<file path="src/rtl/spi_pkg.sv">
// spi_pkg: shared state, register-address and TX-entry types for the SPI MMIO master
package spi_pkg;
  typedef enum logic [1:0] {IDLE, LOAD, SHIFT, DONE} spi_state_t;
  localparam logic SPI_DATA_ADDR = 1'b0;
  localparam logic SPI_STAT_ADDR = 1'b1;
  typedef struct packed {
    logic       ignore;
    logic [7:0] data;
  } tx_entry_t;
endpackage

</file>
<file path="src/rtl/spi_mmio_master_if.sv">
// spi_mmio_master_if: CPU-side MMIO access and status signals of the SPI master
interface spi_mmio_master_if;
  logic       spi_wr;
  logic       spi_rd;
  logic       spi_addr;
  logic [7:0] spi_din;
  logic       spi_ignore_response;
  logic [7:0] spi_dout;
  logic       spi_data_avail;
  logic       spi_buffer_empty;
  logic       spi_buffer_full;
  modport master (
    output spi_wr, spi_rd, spi_addr, spi_din, spi_ignore_response,
    input  spi_dout, spi_data_avail, spi_buffer_empty, spi_buffer_full
  );
  modport slave (
    input  spi_wr, spi_rd, spi_addr, spi_din, spi_ignore_response,
    output spi_dout, spi_data_avail, spi_buffer_empty, spi_buffer_full
  );
endinterface

</file>
<file path="src/rtl/spi_mmio_master_sync_fifo.sv">
// sync_fifo: first-word-fall-through FIFO; a push while full succeeds only alongside a pop
module sync_fifo #(
  parameter int WIDTH = 8,
  parameter int DEPTH = 8
) (
  input  logic             clk,
  input  logic             rst,
  input  logic             push,
  input  logic [WIDTH-1:0] din,
  input  logic             pop,
  output logic [WIDTH-1:0] dout,
  output logic             empty,
  output logic             full
);
  localparam int AW = $clog2(DEPTH);
  logic [WIDTH-1:0] mem_q [DEPTH];
  logic [AW-1:0] wr_q, wr_d, rd_q, rd_d;
  logic [AW:0] cnt_q, cnt_d;
  logic do_push, do_pop;
  assign empty = cnt_q == '0;
  assign full  = cnt_q == (AW+1)'(DEPTH);
  assign dout  = mem_q[rd_q];
  always_comb begin
    do_pop  = pop & ~empty;
    do_push = push & (~full | do_pop);
    wr_d    = do_push ? wr_q + 1'b1 : wr_q;
    rd_d    = do_pop ? rd_q + 1'b1 : rd_q;
    cnt_d   = cnt_q + (AW+1)'(do_push) - (AW+1)'(do_pop);
  end
  always_ff @(posedge clk) begin
    if (rst) begin
      wr_q  <= '0;
      rd_q  <= '0;
      cnt_q <= '0;
    end else begin
      wr_q  <= wr_d;
      rd_q  <= rd_d;
      cnt_q <= cnt_d;
    end
  end
  always_ff @(posedge clk) if (do_push) mem_q[wr_q] <= din;
endmodule

</file>
<file path="src/rtl/spi_mmio_master.sv">
// spi_mmio_master: MMIO SPI mode-0 master with TX/RX FIFOs and controller status flags
module spi_mmio_master import spi_pkg::*; #(
  parameter int FIFO_DEPTH = 8,
  parameter int CLK_DIV    = 4
) (
  input  logic clk,
  input  logic rst,
  spi_mmio_master_if.slave bus,
  output logic sclk,
  output logic mosi,
  output logic cs_n,
  input  logic miso
);
  localparam int DW = CLK_DIV > 1 ? $clog2(CLK_DIV) : 1;
  spi_state_t state_q, state_d;
  logic [6:0] shift_q, shift_d;
  logic [7:0] rx_q, rx_d, rx_dout;
  logic [DW-1:0] div_q, div_d;
  logic [4:0] half_q, half_d;
  logic ign_q, ign_d, sclk_q, sclk_d, mosi_q, mosi_d, cs_n_q, cs_n_d;
  logic tx_push, tx_pop, tx_empty, tx_full, tx_avail, rx_push, rx_pop, rx_empty, rx_full;
  tx_entry_t tx_din, tx_dout;
  assign tx_din = '{ignore: bus.spi_ignore_response, data: bus.spi_din};
  sync_fifo #(.WIDTH($bits(tx_entry_t)), .DEPTH(FIFO_DEPTH)) u_tx (
    .clk(clk), .rst(rst), .push(tx_push), .din(tx_din), .pop(tx_pop),
    .dout(tx_dout), .empty(tx_empty), .full(tx_full)
  );
  sync_fifo #(.WIDTH(8), .DEPTH(FIFO_DEPTH)) u_rx (
    .clk(clk), .rst(rst), .push(rx_push), .din(rx_q), .pop(rx_pop),
    .dout(rx_dout), .empty(rx_empty), .full(rx_full)
  );
  assign bus.spi_dout         = rx_empty ? 8'h00 : rx_dout;
  assign bus.spi_data_avail   = ~rx_empty;
  assign bus.spi_buffer_full  = tx_full;
  assign bus.spi_buffer_empty = tx_empty & (state_q == IDLE);
  assign sclk = sclk_q;
  assign mosi = mosi_q;
  assign cs_n = cs_n_q;
  always_comb begin
    tx_push  = bus.spi_wr & (bus.spi_addr == SPI_DATA_ADDR) & ~tx_full;
    rx_pop   = bus.spi_rd & (bus.spi_addr == SPI_DATA_ADDR);
    tx_avail = ~tx_empty | tx_push;
    tx_pop   = 1'b0;
    rx_push  = 1'b0;
    state_d  = state_q;
    shift_d  = shift_q;
    rx_d     = rx_q;
    div_d    = div_q;
    half_d   = half_q;
    ign_d    = ign_q;
    sclk_d   = sclk_q;
    mosi_d   = mosi_q;
    cs_n_d   = cs_n_q;
    case (state_q)
      IDLE: state_d = tx_avail ? LOAD : IDLE;
      LOAD: begin
        tx_pop  = 1'b1;
        state_d = SHIFT;
        shift_d = tx_dout.data[6:0];
        mosi_d  = tx_dout.data[7];
        ign_d   = tx_dout.ignore;
        cs_n_d  = 1'b0;
        div_d   = '0;
        half_d  = '0;
      end
      SHIFT: begin
        div_d = div_q + 1'b1;
        if (div_q == DW'(CLK_DIV - 1)) begin
          div_d  = '0;
          sclk_d = ~sclk_q;
          half_d = half_q + 1'b1;
          rx_d   = sclk_q ? rx_q : {rx_q[6:0], miso};
          mosi_d = sclk_q ? shift_q[6] : mosi_q;
          shift_d = sclk_q ? {shift_q[5:0], 1'b0} : shift_q;
          state_d = half_q == 5'd15 ? DONE : SHIFT;
        end
      end
      DONE: begin
        rx_push = ~ign_q & (~rx_full | rx_pop);
        state_d = tx_avail ? LOAD : IDLE;
        cs_n_d  = ~tx_avail;
      end
    endcase
  end
  always_ff @(posedge clk) begin
    if (rst) begin
      state_q <= IDLE;
      shift_q <= '0;
      rx_q    <= '0;
      div_q   <= '0;
      half_q  <= '0;
      ign_q   <= 1'b0;
      sclk_q  <= 1'b0;
      mosi_q  <= 1'b0;
      cs_n_q  <= 1'b1;
    end else begin
      state_q <= state_d;
      shift_q <= shift_d;
      rx_q    <= rx_d;
      div_q   <= div_d;
      half_q  <= half_d;
      ign_q   <= ign_d;
      sclk_q  <= sclk_d;
      mosi_q  <= mosi_d;
      cs_n_q  <= cs_n_d;
    end
  end
endmodule

</file>
<file path="src/flat_wrapper.sv">
// flat-port wrapper written by rule: the top's interface ports become plain ports
module spi_mmio_master_flat import spi_pkg::*;
#(
  parameter int FIFO_DEPTH = 8,
  parameter int CLK_DIV    = 4
)
  (clk, rst, sclk, mosi, cs_n, miso, bus_spi_wr, bus_spi_rd, bus_spi_addr, bus_spi_din, bus_spi_ignore_response, bus_spi_dout, bus_spi_data_avail, bus_spi_buffer_empty, bus_spi_buffer_full);
  spi_mmio_master_if bus_i ();
  input  logic clk;
  input  logic rst;
  output logic sclk;
  output logic mosi;
  output logic cs_n;
  input  logic miso;
  input wire logic [$bits(bus_i.spi_wr)-1:0] bus_spi_wr;
  input wire logic [$bits(bus_i.spi_rd)-1:0] bus_spi_rd;
  input wire logic [$bits(bus_i.spi_addr)-1:0] bus_spi_addr;
  input wire logic [$bits(bus_i.spi_din)-1:0] bus_spi_din;
  input wire logic [$bits(bus_i.spi_ignore_response)-1:0] bus_spi_ignore_response;
  output wire logic [$bits(bus_i.spi_dout)-1:0] bus_spi_dout;
  output wire logic [$bits(bus_i.spi_data_avail)-1:0] bus_spi_data_avail;
  output wire logic [$bits(bus_i.spi_buffer_empty)-1:0] bus_spi_buffer_empty;
  output wire logic [$bits(bus_i.spi_buffer_full)-1:0] bus_spi_buffer_full;
  assign bus_i.spi_wr = bus_spi_wr;
  assign bus_i.spi_rd = bus_spi_rd;
  assign bus_i.spi_addr = bus_spi_addr;
  assign bus_i.spi_din = bus_spi_din;
  assign bus_i.spi_ignore_response = bus_spi_ignore_response;
  assign bus_spi_dout = bus_i.spi_dout;
  assign bus_spi_data_avail = bus_i.spi_data_avail;
  assign bus_spi_buffer_empty = bus_i.spi_buffer_empty;
  assign bus_spi_buffer_full = bus_i.spi_buffer_full;
  spi_mmio_master #(.FIFO_DEPTH(FIFO_DEPTH), .CLK_DIV(CLK_DIV)) u_core (.clk(clk), .rst(rst), .bus(bus_i), .sclk(sclk), .mosi(mosi), .cs_n(cs_n), .miso(miso));
endmodule
</file>
<file path="config.mk">
export PLATFORM = sky130hd
export DESIGN_NAME = spi_mmio_master_flat
export DESIGN_NICKNAME = d
export VERILOG_FILES = /design/src/rtl/spi_pkg.sv /design/src/rtl/spi_mmio_master_if.sv /design/src/rtl/spi_mmio_master_sync_fifo.sv /design/src/rtl/spi_mmio_master.sv /design/src/flat_wrapper.sv
export SDC_FILE = /design/constraint.sdc
export NUM_CORES = 1
export LEC_CHECK = 0
export ABC_AREA = 1
export CORE_ASPECT_RATIO = 1.1
export CORE_UTILIZATION = 25
export CTS_CLUSTER_DIAMETER = 200
export DETAILED_ROUTE_END_ITERATION = 7
export GPL_ROUTABILITY_DRIVEN = 0
export SETUP_SLACK_MARGIN = 0.5
export SYNTH_ARGS = -nofsm -noshare
export SYNTH_HDL_FRONTEND = slang
export SYNTH_SLANG_ARGS = --single-unit
</file>
<file path="constraint.sdc">
create_clock -name clk -period 6.55 [get_ports clk]
set_input_delay 1.31 -clock clk [delete_from_list [all_inputs] [get_ports clk]]
set_output_delay 1.31 -clock clk [all_outputs]
set_load 0.03 [all_outputs]
</file>
# Word level (Yosys, flattened, before mapping)
# Memory sizes are Yosys's and may differ from the RTL's. A register that Yosys moved wholly into a read port is not among the register bits.
# Cells that the tools add are included.
word_totals:
  regBits: 48
  mem_bits_rw: 136
  in_bits: 15
  out_inout_bits: 14
  elab_cells: 93
  n_memories: 2
memory_table:
  columns: ["memory", "depth", "width", "rd", "rd_ports_with_merged_regs", "wr", "line", "text"]
  rows:
  - ["u_core.u_tx.mem_q", 8, 9, 1, 1, 1, "spi_mmio_master_sync_fifo.sv:16", "logic [WIDTH-1:0] mem_q [DEPTH];"]
  - ["u_core.u_rx.mem_q", 8, 8, 1, 1, 1, "spi_mmio_master_sync_fifo.sv:16", null]
op_classes:
  add_sub_neg: 10
  eq_ne: 9
  mux: 26
  bitwise_logic: 21
  reduce_logical: 10
op_table:
  columns: ["cell", "n"]
  rows:
  - ["2-to-1 mux 7 bit", 2]
  - ["case mux 7 bit (2 select lines)", 1]
  - ["adder 3 x 1 -> 3 bit, second input constant", 4]
  - ["2-to-1 mux 3 bit", 4]
  - ["2-to-1 mux 1 bit", 10]
  - ["case mux 5 bit (2 select lines)", 1]
  - ["bitwise AND 1 bit", 9]
  - ["adder 4 x 1 -> 4 bit", 2]
  - ["equality test 4 bit, second input constant", 2]
  - ["zero test 4 bit", 2]
  - ["2-to-1 mux 8 bit", 1]
  - ["NOT 1 bit", 8]
  - ["subtractor 4 x 1 -> 4 bit", 2]
  - ["equality test 2 bit, second input constant", 3]
  - ["case mux 2 bit (3 select lines)", 1]
  - ["AND reduction 3 bit", 2]
  - ["adder 5 x 1 -> 5 bit, second input constant", 1]
  - ["equality test 5 x 4 -> 1 bit, second input constant", 1]
  - ["2-to-1 mux 5 bit", 1]
  - ["2-to-1 mux 2 bit", 2]
  - ["!= test 2 x 1 -> 1 bit, second input constant", 2]
  - ["bitwise OR 1 bit", 4]
  - ["case mux 1 bit (2 select lines)", 2]
  - ["case mux 2 bit (2 select lines)", 1]
  - ["other kinds (6)", 8]

# Logic depth before layout (Yosys ltp)
logic_depth:
  word_depth: 8
  depth_mapped: 15
  depth_no_buf: 15

# Cells and area by module
# From an unflattened synthesis, not the netlist that was laid out.
hier_totals:
  cells_unflattened: 786
  hier_area_um2: 8217.9
modules_own_cells:
  columns: ["module", "instances", "cells_per_inst", "area_each_um2", "seq_area_each_um2"]
  rows:
  - ["sync_fifo at u_core.u_tx", 1, 313, 3550.9, 2422.3]
  - ["sync_fifo at u_core.u_rx", 1, 288, 3249.4, 2182.1]
  - ["spi_mmio_master", 1, 185, 1417.6, 560.5]

# Worst setup path before layout
# No wires, ideal clock.
synth_path:
  path_kind: "input -> register"
  from: "input port bus_spi_rd"
  to: "register u_core.u_rx.cnt_q[2]"
  setup_ps: 128
  arrival_ps: 2794
  required_time_ps: 6422
  path_slack_ps: 3628
  stages: 12
  path_buffers: 0
  path_cell_list: "inv_1 nor2_1 nand2_1 nand2_1 nand3_2 ha_1 inv_1 ha_1 inv_1 fa_1 xor2_1 nor2_1"
synth_via:
  elab_chain_len: 7
  word_cells_on_any_way: 9
  classes_between: "2 x add/sub; 1 x mux; 6 x bitwise"
synth_lines:
  columns: ["element", "line", "text"]
  rows:
  - ["from (decl)", "flat_wrapper.sv:16", "input wire logic [$bits(bus_i.spi_rd)-1:0] bus_spi_rd;"]
  - ["bitwise AND 1 bit *", "spi_mmio_master.sv:41", "rx_pop = bus.spi_rd & (bus.spi_addr == SPI_DATA_ADDR);"]
  - ["bitwise OR 1 bit", "spi_mmio_master.sv:79", "rx_push = ~ign_q & (~rx_full | rx_pop);"]
  - ["bitwise AND 1 bit", "spi_mmio_master.sv:79", null]
  - ["2-to-1 mux 1 bit", "spi_mmio_master.sv:54", "case (state_q)"]
  - ["bitwise AND 1 bit", "spi_mmio_master_sync_fifo.sv:25", "do_push = push & (~full | do_pop);"]
  - ["adder 4 x 1 -> 4 bit", "spi_mmio_master_sync_fifo.sv:28", "cnt_d = cnt_q + (AW+1)'(do_push) - (AW+1)'(do_pop);"]
  - ["subtractor 4 x 1 -> 4 bit *", "spi_mmio_master_sync_fifo.sv:28", null]
  - ["to (signal assigned)", "spi_mmio_master_sync_fifo.sv:38", "cnt_q <= cnt_d;"]
  - ["to (decl)", "spi_mmio_master_sync_fifo.sv:18", "logic [AW:0] cnt_q, cnt_d;"]
# Every way passes the cells marked *; elsewhere a longest branch is shown, timed or not.
# A chain may end at the register's enable or synchronous reset.

==> summary.txt <==
Run status
  – Status: complete, no violations

Logic synthesis
  – Netlist cell types: 27
  – Synth Instances: 805
  – Yosys reg bits: 190
  – Syn Nets: 846
  – Post-Syn Area: 0.00805 mm2
  – Seq/Total Area, Yosys: 64.2%
  – Yosys warning count: 0
  – Syn_area_per_cell: 10.0 um2
  – Share of the synthesized area in the top cell type: 50.7%
  – Cell taking the most area after synthesis: edfxtp_1
  – Synth top area cells: edfxtp_1 (51%), dfxtp_1 (13%), nand2_1 (6.5%), nor2_1 (5.5%), inv_1 (4.4%)

Routing
  – Antenna viol nets, final: 0
  – Vias: 5,406
  – WL per Instance: 12.9 um
  – DRC Markers: 0
  – WL final: 16,400 um
  – DR pass1 iterations: 4
  – Avg Vias per Cell: 4.26
  – Initial drt markers: 345

Clock tree
  – Clock latency on the worst-skew pair: 430 ps
  – Post-CTS setup buffers: 0
  – # hold bufs at CTS: 0
  – Worst-path clk slew: 70 ps
  – CTS Root Cell: clkbuf_16
  – Resize count post-CTS: 0
  – Max clock buf depth: 2
  – # clock sinks: 190
  – CTS Buf Count: 17
  – CTS tree: done
  – CTS H-Tree Depth: 4

Power and ir drop
  – Sw power: 1.12 mW
  – Internal power: 2.19 mW
  – VDD IR max: 0.175 mV
  – Sequential cell fraction of total power: 43.7%
  – Clock share of power: 29.6%
  – Leak: 3.48 nW
  – Power share of the combinational group: 26.7%
  – Power Density: 353 mW/mm2
  – Net Sw Frac: 33.9%

Finish
  – Most frequent cells in the layout: nand2_1 (139), edfxtp_1 (136), nor2_1 (118), inv_1 (94), nand3_1 (56)
  – Nets@finish: 878
  – Area Growth Syn to Fin: 16.6%
  – Post-Layout Cell Count: 1,270
  – # fillers: 3,228
  – ANT cells: 0
  – Leading cell type in the layout, fill and taps excluded: nand2_1
  – Finished Core Util: 29.7%
  – Share of cells above drive strength 1: 6.35%

Flow run
  – MaxCap Viol Count: 0

Floorplan
  – Core Region: 0.0316 mm2
  – Initial Util: 25.5%
  – Row count: 68
  – Die area: 0.0329 mm2
  – Chip Width: 173 um
  – Die extent in y: 190 um
  – # IOs: 29

Timing
  – Max Clock Skew: 10.4 ps
  – Setup TNS: 0 ps
  – Endpoints failing hold: 0
  – Max_slew headroom: 33.2%
  – Fmax: 230 MHz
  – Final Cycle Share: 66.4%
  – Worst Max-Slew Pin Slew: 1000 ps
  – Final Max Slew Viols: 0
  – RSZ-0062 raised after global routing: no
  – Setup violators final: 0
  – Clock period minus worst slack: 4350 ps

GRT
  – GRT Residual Overflow: 0
  – Tot GR Track Use: 10.4%
  – Vias in the first global route: 5,340
  – Largest net degree at the start of global routing: 40
  – Global-route wire length before repair: 26,700 um
  – Antenna violations before repair: 0

Worst setup path
  – Critical path class: flip-flop to output port
  – Worst R2R Path Depth: 13
  – CP max FO: 33
  – Worst EP arrival: 3040 ps
  – CP Capture Type: output port
  – CP Data Required Time: 5240 ps
  – CP Launch Type: flip-flop
  – R2R setup slack: 4030 ps

Placed design
  – Post-Place Cells: 1,238
  – Dpl hpwl: 10,500 um
  – IO Port Bufs: 28

Worst hold path
  – Worst Hold Depth: 2
  – Worst min path class: flip-flop to flip-flop
[per-layer routing]
metal	up-vias	global-route usage, %	wire length [um]
li1	2744	-	-
met1	2530	12.3	7220
met2	105	18.1	8120
met3	27	1.84	654
met4	0	5.24	384
met5	-	0	0
[kinds of logic (layout without fill, tap and decap cells)]
logic type | after synthesis | after routing | synth area share, %
and+or+nand+nor | 336 | 336 | 17.2
xor gates and xnor gates | 4 | 4 | 0.435
buffers and inverters | 129 | 174 | 6.25
AOI/OAI and AO/OA | 120 | 120 | 7.66
adders and majority gates | 26 | 26 | 4.23
DFF | 190 | 190 | 64.2
[path summary, 6_finish.rpt]
kind	start	end
setup reg to reg	u_core.u_rx.cnt_q[2]$_SDFF_PP0_	u_core.u_rx.cnt_q[2]$_SDFF_PP0_
setup / recovery	flip-flop	bus_spi_dout[0]
hold reg to reg	u_core.u_rx.rd_q[2]$_SDFFE_PP0N_	flip-flop
hold / removal	u_core.u_rx.rd_q[2]$_SDFFE_PP0N_	flip-flop
[per-stage QoR]
step,instance area [um2],hold WS (ps),power (mW),worst slack [ps]
finish,9380,461,3.31,2200
global route,9380,482,3.52,1830
CTS,9380,469,3.35,2180
detailed placement,8830,458,2.36,2640
global placement,8830,445,2.34,2780
floorplan,8050,433,2.11,3630
[state kept, by name, indices dropped and copies added (netlist names), 4 cells and up, named ones only]
name / count
u_core.u_tx.cnt_q: 4
u_core.rx_q: 8
u_core.shift_q: 7
u_core.u_rx.cnt_q: 4
u_core.u_tx.mem_q: 72
u_core.half_q: 5
u_core.u_rx.mem_q: 64
[power groups by stage]
| stage | clock network, mW | logic [mW] | registers [mW] |
|---|---|---|---|
| finish | 0.978 | 0.885 | 1.45 |
| global route | 1.05 | 1.01 | 1.46 |
| CTS | 1.01 | 0.894 | 1.45 |
| detailed placement | 0 | 0.887 | 1.47 |
| global placement | 0 | 0.873 | 1.47 |
| floorplan | 0 | 0.667 | 1.44 |
[synth_stat cells (all sizes together)]
master	number
nand4	2
clkbuf	14
dfxtp	54
clkinv	1
inv	99
xor2	3
nand2	141
o211ai	3
edfxtp	136
a21oi	29
fa	2
o21ai	84
buf	15
xnor2	1
o22ai	1
nand3	58
a211oi	3
ha	24
nor3b	2
nor3	13
nor2	120
[critical path, cell delays in order (launching register included)]
cell and delay, ps:
dfxtp_1 980, inv_2 480, o21ai_0 270, o21ai_1 80
o21ai_0 160, nor2_1 60, clkdlybuf4s50_1 580
[layout make-up]
type | count | area, um2 | share of cell area [%]
timing repair buffer | 42 | 385 | 4.11
clock buffer | 18 | 429 | 4.57
multi-input combinational | 486 | 2380 | 25.4
inverter | 100 | 375 | 4.00
tap | 420 | 526 | 5.60
clock inverter | 14 | 121 | 1.29
sequential | 190 | 5160 | 55.1
Note: power is estimated with default switching activity, not from simulation.
